--- src/rtl/operand_fetch_pkg.sv ---
// operand_fetch_pkg
//   Shared widths and constants for the operand-fetch stage.
//   REG_DATAWIDTH : GPR / operand data width
//   REGWIDTH      : GPR address width (32 registers)
//   WRITE_ENABLE  : active level of destination write-enable flags
//   ZERO_REG      : hard-wired zero register number
package operand_fetch_pkg;
  localparam int   REG_DATAWIDTH = 32;
  localparam int   REGWIDTH      = 5;
  localparam logic WRITE_ENABLE  = 1'b1;
  localparam int   ZERO_REG      = 0;
endpackage

--- src/rtl/operand_fetch_fwd_mux.sv ---
// fwd_mux
//   Combinational operand selector for one source register.
//   Priority: r0 -> 0, EX hit -> ex_data, MEM hit -> mem_data, else GPR.
//   src_addr            : source register number
//   gpr_data            : register file read data
//   ex_hit_en, ex_addr  : EX stage valid-and-writes flag / destination
//   ex_data             : EX stage result
//   mem_hit_en, mem_addr: MEM stage valid-and-writes flag / destination
//   mem_data            : MEM stage result
//   operand             : selected operand value
module fwd_mux
  import operand_fetch_pkg::*;
#(
  parameter int DATA_W = REG_DATAWIDTH,
  parameter int ADDR_W = REGWIDTH
) (
  input  logic [ADDR_W-1:0] src_addr,
  input  logic [DATA_W-1:0] gpr_data,
  input  logic              ex_hit_en,
  input  logic [ADDR_W-1:0] ex_addr,
  input  logic [DATA_W-1:0] ex_data,
  input  logic              mem_hit_en,
  input  logic [ADDR_W-1:0] mem_addr,
  input  logic [DATA_W-1:0] mem_data,
  output logic [DATA_W-1:0] operand
);

  logic src_zero;
  assign src_zero = (src_addr == ADDR_W'(ZERO_REG));

  always_comb begin
    operand = gpr_data;
    // r0 is forced to zero even if a stage claims to write it
    if (src_zero)
      operand = '0;
    else if (ex_hit_en && (ex_addr == src_addr))
      operand = ex_data;
    else if (mem_hit_en && (mem_addr == src_addr))
      operand = mem_data;
  end

endmodule

--- src/rtl/operand_fetch.sv ---
// operand_fetch
//   Operand stage between decode and EX: drives GPR read addresses,
//   forwards EX/MEM results, detects load-use hazards and holds the
//   ID/EX pipeline register.
//   Inputs : clk, reset (sync, active-high), id_* decoded instruction,
//            gpr_rd_data0/1, ex_alu_result, mem_en/mem_dst_we/mem_dst_addr/
//            mem_result, stall (downstream hold), flush (squash)
//   Outputs: gpr_rd_addr0/1 (combinational), id_stall (combinational),
//            ex_en/ex_dst_we/ex_is_load/ex_dst_addr/ex_opa/ex_opb/ex_pc
//            (registered ID/EX state)
module operand_fetch
  import operand_fetch_pkg::*;
#(
  parameter int DATA_W = REG_DATAWIDTH,
  parameter int ADDR_W = REGWIDTH
) (
  input  logic              clk,
  input  logic              reset,
  input  logic              id_en,
  input  logic [ADDR_W-1:0] id_ra_addr,
  input  logic [ADDR_W-1:0] id_rb_addr,
  input  logic              id_use_ra,
  input  logic              id_use_rb,
  input  logic              id_use_imm,
  input  logic [DATA_W-1:0] id_imm,
  input  logic [ADDR_W-1:0] id_dst_addr,
  input  logic              id_dst_we,
  input  logic              id_is_load,
  input  logic [DATA_W-1:0] id_pc,
  output logic [ADDR_W-1:0] gpr_rd_addr0,
  output logic [ADDR_W-1:0] gpr_rd_addr1,
  input  logic [DATA_W-1:0] gpr_rd_data0,
  input  logic [DATA_W-1:0] gpr_rd_data1,
  input  logic [DATA_W-1:0] ex_alu_result,
  input  logic              mem_en,
  input  logic              mem_dst_we,
  input  logic [ADDR_W-1:0] mem_dst_addr,
  input  logic [DATA_W-1:0] mem_result,
  input  logic              stall,
  input  logic              flush,
  output logic              id_stall,
  output logic              ex_en,
  output logic              ex_dst_we,
  output logic              ex_is_load,
  output logic [ADDR_W-1:0] ex_dst_addr,
  output logic [DATA_W-1:0] ex_opa,
  output logic [DATA_W-1:0] ex_opb,
  output logic [DATA_W-1:0] ex_pc
);

  assign gpr_rd_addr0 = id_ra_addr;
  assign gpr_rd_addr1 = id_rb_addr;

  // WB writes land on negedge, so only EX and MEM need forwarding
  logic ex_fwd_en, mem_fwd_en;
  assign ex_fwd_en  = ex_en  & (ex_dst_we  == WRITE_ENABLE);
  assign mem_fwd_en = mem_en & (mem_dst_we == WRITE_ENABLE);

  logic [DATA_W-1:0] fwd_a, fwd_b, opb_sel;

  fwd_mux #(.DATA_W(DATA_W), .ADDR_W(ADDR_W)) u_fwd_a (
    .src_addr  (id_ra_addr),
    .gpr_data  (gpr_rd_data0),
    .ex_hit_en (ex_fwd_en),
    .ex_addr   (ex_dst_addr),
    .ex_data   (ex_alu_result),
    .mem_hit_en(mem_fwd_en),
    .mem_addr  (mem_dst_addr),
    .mem_data  (mem_result),
    .operand   (fwd_a)
  );

  fwd_mux #(.DATA_W(DATA_W), .ADDR_W(ADDR_W)) u_fwd_b (
    .src_addr  (id_rb_addr),
    .gpr_data  (gpr_rd_data1),
    .ex_hit_en (ex_fwd_en),
    .ex_addr   (ex_dst_addr),
    .ex_data   (ex_alu_result),
    .mem_hit_en(mem_fwd_en),
    .mem_addr  (mem_dst_addr),
    .mem_data  (mem_result),
    .operand   (fwd_b)
  );

  // Immediate replaces rb outright; no forwarding on that path
  assign opb_sel = id_use_imm ? id_imm : fwd_b;

  // Load data is not ready until MEM, so a consumer directly behind a
  // load waits one cycle and then picks the value up via MEM forwarding.
  logic load_use, ra_dep, rb_dep;
  assign ra_dep   = id_use_ra & (id_ra_addr == ex_dst_addr);
  assign rb_dep   = id_use_rb & ~id_use_imm & (id_rb_addr == ex_dst_addr);
  assign load_use = id_en & ex_en & ex_is_load & ex_dst_we &
                    (ex_dst_addr != ADDR_W'(ZERO_REG)) & (ra_dep | rb_dep);

  assign id_stall = stall | load_use;

  always_ff @(posedge clk) begin
    if (reset) begin
      ex_en       <= 1'b0;
      ex_dst_we   <= 1'b0;
      ex_is_load  <= 1'b0;
      ex_dst_addr <= '0;
      ex_opa      <= '0;
      ex_opb      <= '0;
      ex_pc       <= '0;
    end else if (flush) begin
      // squash wins over stall; data fields are left as-is
      ex_en      <= 1'b0;
      ex_dst_we  <= 1'b0;
      ex_is_load <= 1'b0;
    end else if (stall) begin
      // hold everything
    end else if (load_use) begin
      ex_en      <= 1'b0;
      ex_dst_we  <= 1'b0;
      ex_is_load <= 1'b0;
    end else begin
      ex_en       <= id_en;
      ex_dst_we   <= id_en & id_dst_we;
      ex_is_load  <= id_en & id_is_load;
      ex_dst_addr <= id_dst_addr;
      ex_opa      <= fwd_a;
      ex_opb      <= opb_sel;
      ex_pc       <= id_pc;
    end
  end

endmodule

--- config.mk ---
export PLATFORM = sky130hd
export DESIGN_NAME = operand_fetch
export DESIGN_NICKNAME = d
export VERILOG_FILES = /design/src/rtl/operand_fetch_pkg.sv /design/src/rtl/operand_fetch_fwd_mux.sv /design/src/rtl/operand_fetch.sv
export SDC_FILE = /design/constraint.sdc
export NUM_CORES = 1
export LEC_CHECK = 0
export ABC_AREA = 1
export CAP_MARGIN = 20
export CORE_ASPECT_RATIO = 0.8
export CORE_MARGIN = 2
export CORE_UTILIZATION = 47
export CTS_BUF_LIST = sky130_fd_sc_hd__clkbuf_4 sky130_fd_sc_hd__clkbuf_8
export CTS_CLUSTER_SIZE = 10
export DETAILED_ROUTE_END_ITERATION = 16
export PLACE_DENSITY_LB_ADDON = 0.15
export SYNTH_ARGS = -nofsm -noshare
export SYNTH_HDL_FRONTEND = slang
export SYNTH_SLANG_ARGS = --single-unit
--- constraint.sdc ---
create_clock -name clk -period 3.4 [get_ports clk]
set_input_delay 0.85 -clock clk [delete_from_list [all_inputs] [get_ports clk]]
set_output_delay 0.85 -clock clk [all_outputs]
set_load 0.01 [all_outputs]
==> metrics.md, run 1 <==
| Metric | Value |
|---|---|
| Yosys warning total | 0 |
| CTS tree | done |
| Syn nets | 1591 |
| Core area | 15200 um2 |
| Switching share of power | 0.331 |
| Cells after Synth | 1367 |
| Measured slew at the worst slew-check pin | 0.675 ns |
| Switching Power | 1060 uW |
| Yosys reg bits | 104 |
| Fmax | 335 MHz |
| Wire length per cell | 14.8 um |
| DRT iter0 DRCs | 722 |
| Final setup fails | 0 |
| CP startpoint kind | primary input |
| First-pass GRT wire length | 43000 um |
| GRT Resource Usage Total | 0.330 |
| Cell Rows | 40 |
| Critical path fanouts, max | 5 |
| TritonRoute pass-1 iters | 6 |
| Final HPWL from detailed placement | 20700 um |
| Leakage | 0.00595 uW |
| Pwr/cell area | 287 nW/um2 |
| Worst setup margin | 0.419 ns |
| Vias per cell | 4.84 |
| Number of global-route vias before repair | 8483 |
| P&R area growth vs syn | 50.9% |
| Pin count of the biggest net entering global routing | 66 |
| Minimum clock period | 2.98 ns |
| Die H | 116 um |
| Root Buffer | clkbuf_8 |
| Slew margin rel. | 0.550 |
| Routed vias | 9092 |
| Multi-input logic area | 3990 um2 |
| Gate power share | 0.329 |
| Critical path arrival | 2.13 ns |
| Nets | 1885 |
| Die area | 16700 um2 |
| VDD IR max | 0.000179 V |
| Mapped cell area | 7370 um2 |
| CP Data Required Time | 2.55 ns |
| Clk_skew | 0.00948 ns |
| Clk sinks | 104 |
| Average cell area after synthesis | 5.39 um2 |
| CTS Buf Count | 9 |
| Final GP Congestion | 0.871 |
| Worst-Skew Late Latency | 0.40 ns |
| Pre-CTS setup slack | 0.0246 ns |
| Htree depth | 3 |
| Initial antenna violation count | 2 |
| Clock Pin Slew Worst Setup and Hold Paths | 0.11 ns |
| Netlist cell types | 24 |
| Port-buffer cells | 338 |
| Internal power | 2140 uW |
| WS Path Type | primary input to output port |
| Post-synthesis sequential area ratio | 0.283 |
| Initial Util | 0.486 |
| TNS Setup | 0 ns |
| Remaining antenna violation count | 0 |
| Slew Limit Fails | 0 |
| Final Cycle Share | 0.877 |
| Remaining Overflow, GRT | 0 |
| Seq pwr share | 0.422 |
| Clk pwr share | 0.249 |
| Worst Setup End Kind | output port |
| Final WL | 27800 um |
| Ports | 339 |
| Max-cap violations | 0 |
| Die Wd | 144 um |
| Register area | 2080 um2 |
| Drt drc | 0 |
| Final hold viol count | 0 |
| Hold Path Class | flip-flop to flip-flop |
| Clk buf depth | 2 |
| Share of layout cells above drive strength 1 | 0.0444 |
| Unrepaired setup endpoints after global routing | false |
| Status | completed |
| Fill cells | 1358 |
flip-flops by register name, summed over array words and instances (netlist names):
register / cells
ex_opb: 32
ex_opa: 32
ex_is_load: 1
ex_dst_addr: 5
ex_pc: 32
ex_dst_we: 1
ex_en: 1
worst paths after layout:
check | slack [ns] | cells past startpoint | endpoint | start
worst max-delay path | 0.42 | 10 | id_stall | id_rb_addr[4]
worst min-delay path | 0.50 | 2 | ex_dst_we$_SDFFE_PP0N_ | ex_dst_we$_SDFFE_PP0N_
worst max register to register | 1.34 | 10 | ex_opa[15]$_SDFFE_PP0P_ | ex_dst_addr[3]$_SDFFE_PP0P_
worst min register to register | 0.50 | 2 | ex_dst_we$_SDFFE_PP0N_ | ex_dst_we$_SDFFE_PP0N_
power groups by stage:
| stage | Clock (uW) | Combinational, uW | Sequential, uW |
|---|---|---|---|
| after global placement | 0 | 1030 | 1370 |
| after global routing | 859 | 1160 | 1360 |
| after detailed placement | 0 | 1040 | 1370 |
| final | 797 | 1050 | 1350 |
| after CTS | 811 | 1050 | 1350 |
| after floorplan | 0 | 433 | 1410 |
cell usage in the layout, fill, tap and decap left out, drive strengths merged, types with 3 or more instances in the layout:
master | netlist | layout
clkdlybuf4s50 | 0 | 335
nor2 | 278 | 278
xnor2 | 3 | 3
clkbuf | 36 | 9
a21oi | 6 | 6
clkinv | 1 | 3
dfxtp | 104 | 104
dlymetal6s2s | 0 | 3
inv | 218 | 222
buf | 58 | 39
o21ai | 33 | 33
nand4 | 70 | 70
nand2 | 483 | 483
nand3 | 71 | 71
Yosys cell counts:
library cell | number | area, um2
nand2_1 | 481 | 1810
nor2_1 | 275 | 1030
inv_1 | 213 | 800
dfxtp_1 | 104 | 2080
nand3_1 | 70 | 350
nand4_1 | 70 | 438
clkbuf_1 | 36 | 135
o21ai_0 | 33 | 165
buf_2 | 27 | 135
buf_4 | 12 | 90.1
buf_6 | 12 | 135
buf_1 | 7 | 26.3
a21oi_1 | 6 | 30.0
inv_2 | 5 | 18.8
xnor2_1 | 3 | 26.3
nand2_2 | 2 | 12.5
nor2_4 | 2 | 22.5
nor3_1 | 2 | 10.0
xor2_1 | 2 | 17.5
and2_1 | 1 | 6.26
clkinv_1 | 1 | 3.75
nand3_2 | 1 | 10.0
nor2_2 | 1 | 6.26
o21bai_1 | 1 | 7.51
logic make-up after synthesis:
logic type | Yosys count | synth area share
and+or+nand+nor | 905 | 0.501
buffers and inverters | 313 | 0.182
xor gates and xnor gates | 5 | 0.00595
AOI/OAI and AO/OA | 40 | 0.0275
DFF | 104 | 0.283
layer usage:
layer	global-route usage	share of wire
met5	0	0.00047
met4	0.122	0.028
met3	0.0979	0.10
met2	0.564	0.47
met1	0.394	0.40
critical path, cell delays in order:
cell and delay, ns:
clkdlybuf4s50_1 0.57, inv_2 0.05, nand2_1 0.05, nand2_1 0.05
nor2_1 0.11, nand4_1 0.09, nand2_1 0.09, nand2_2 0.05
nand2_1 0.06, dlymetal6s2s_1 0.15
stage by stage:
stage / total power, uW / utilization / hold WS (ns) / std cells / cell area, um2
2_1_floorplan: 1840 / - / 0.492 / 1367 / 7370
3_3_place_gp: 2400 / 0.720 / 0.475 / 1860 / 10900
3_5_place_dp: 2420 / 0.720 / 0.474 / 1860 / 10900
4_1_cts: 3210 / 0.732 / 0.490 / 1876 / 11100
5_1_grt: 3370 / 0.733 / 0.507 / 1877 / 11100
6_report: 3200 / 0.733 / 0.496 / 1877 / 11100
area by class of cell:
cell class,instances,area share
Antenna cell,1,0.000225
Inverter,219,0.0741
Multi-Input combinational cell,950,0.359
Sequential cell,104,0.187
Clock buffer,9,0.0111
Timing Repair Buffer,377,0.338
Tap cell,210,0.0236
Clock inverter,7,0.00608
timing repair:
action,4_1_cts,5_1_grt
endpoints found under the hold margin,0,0
resized for setup,0,3
hold buffers,0,0
endpoints found under the setup margin,0,1
setup buffers,0,0
Note: power is estimated with default switching activity, not from simulation.
==> run 2, diff against run 1 <==
SLEW_MARGIN = 25   (was unset)
==> results of run 2 <==
Same layout as run 1: the final DEF is identical, and so are final timing and power.
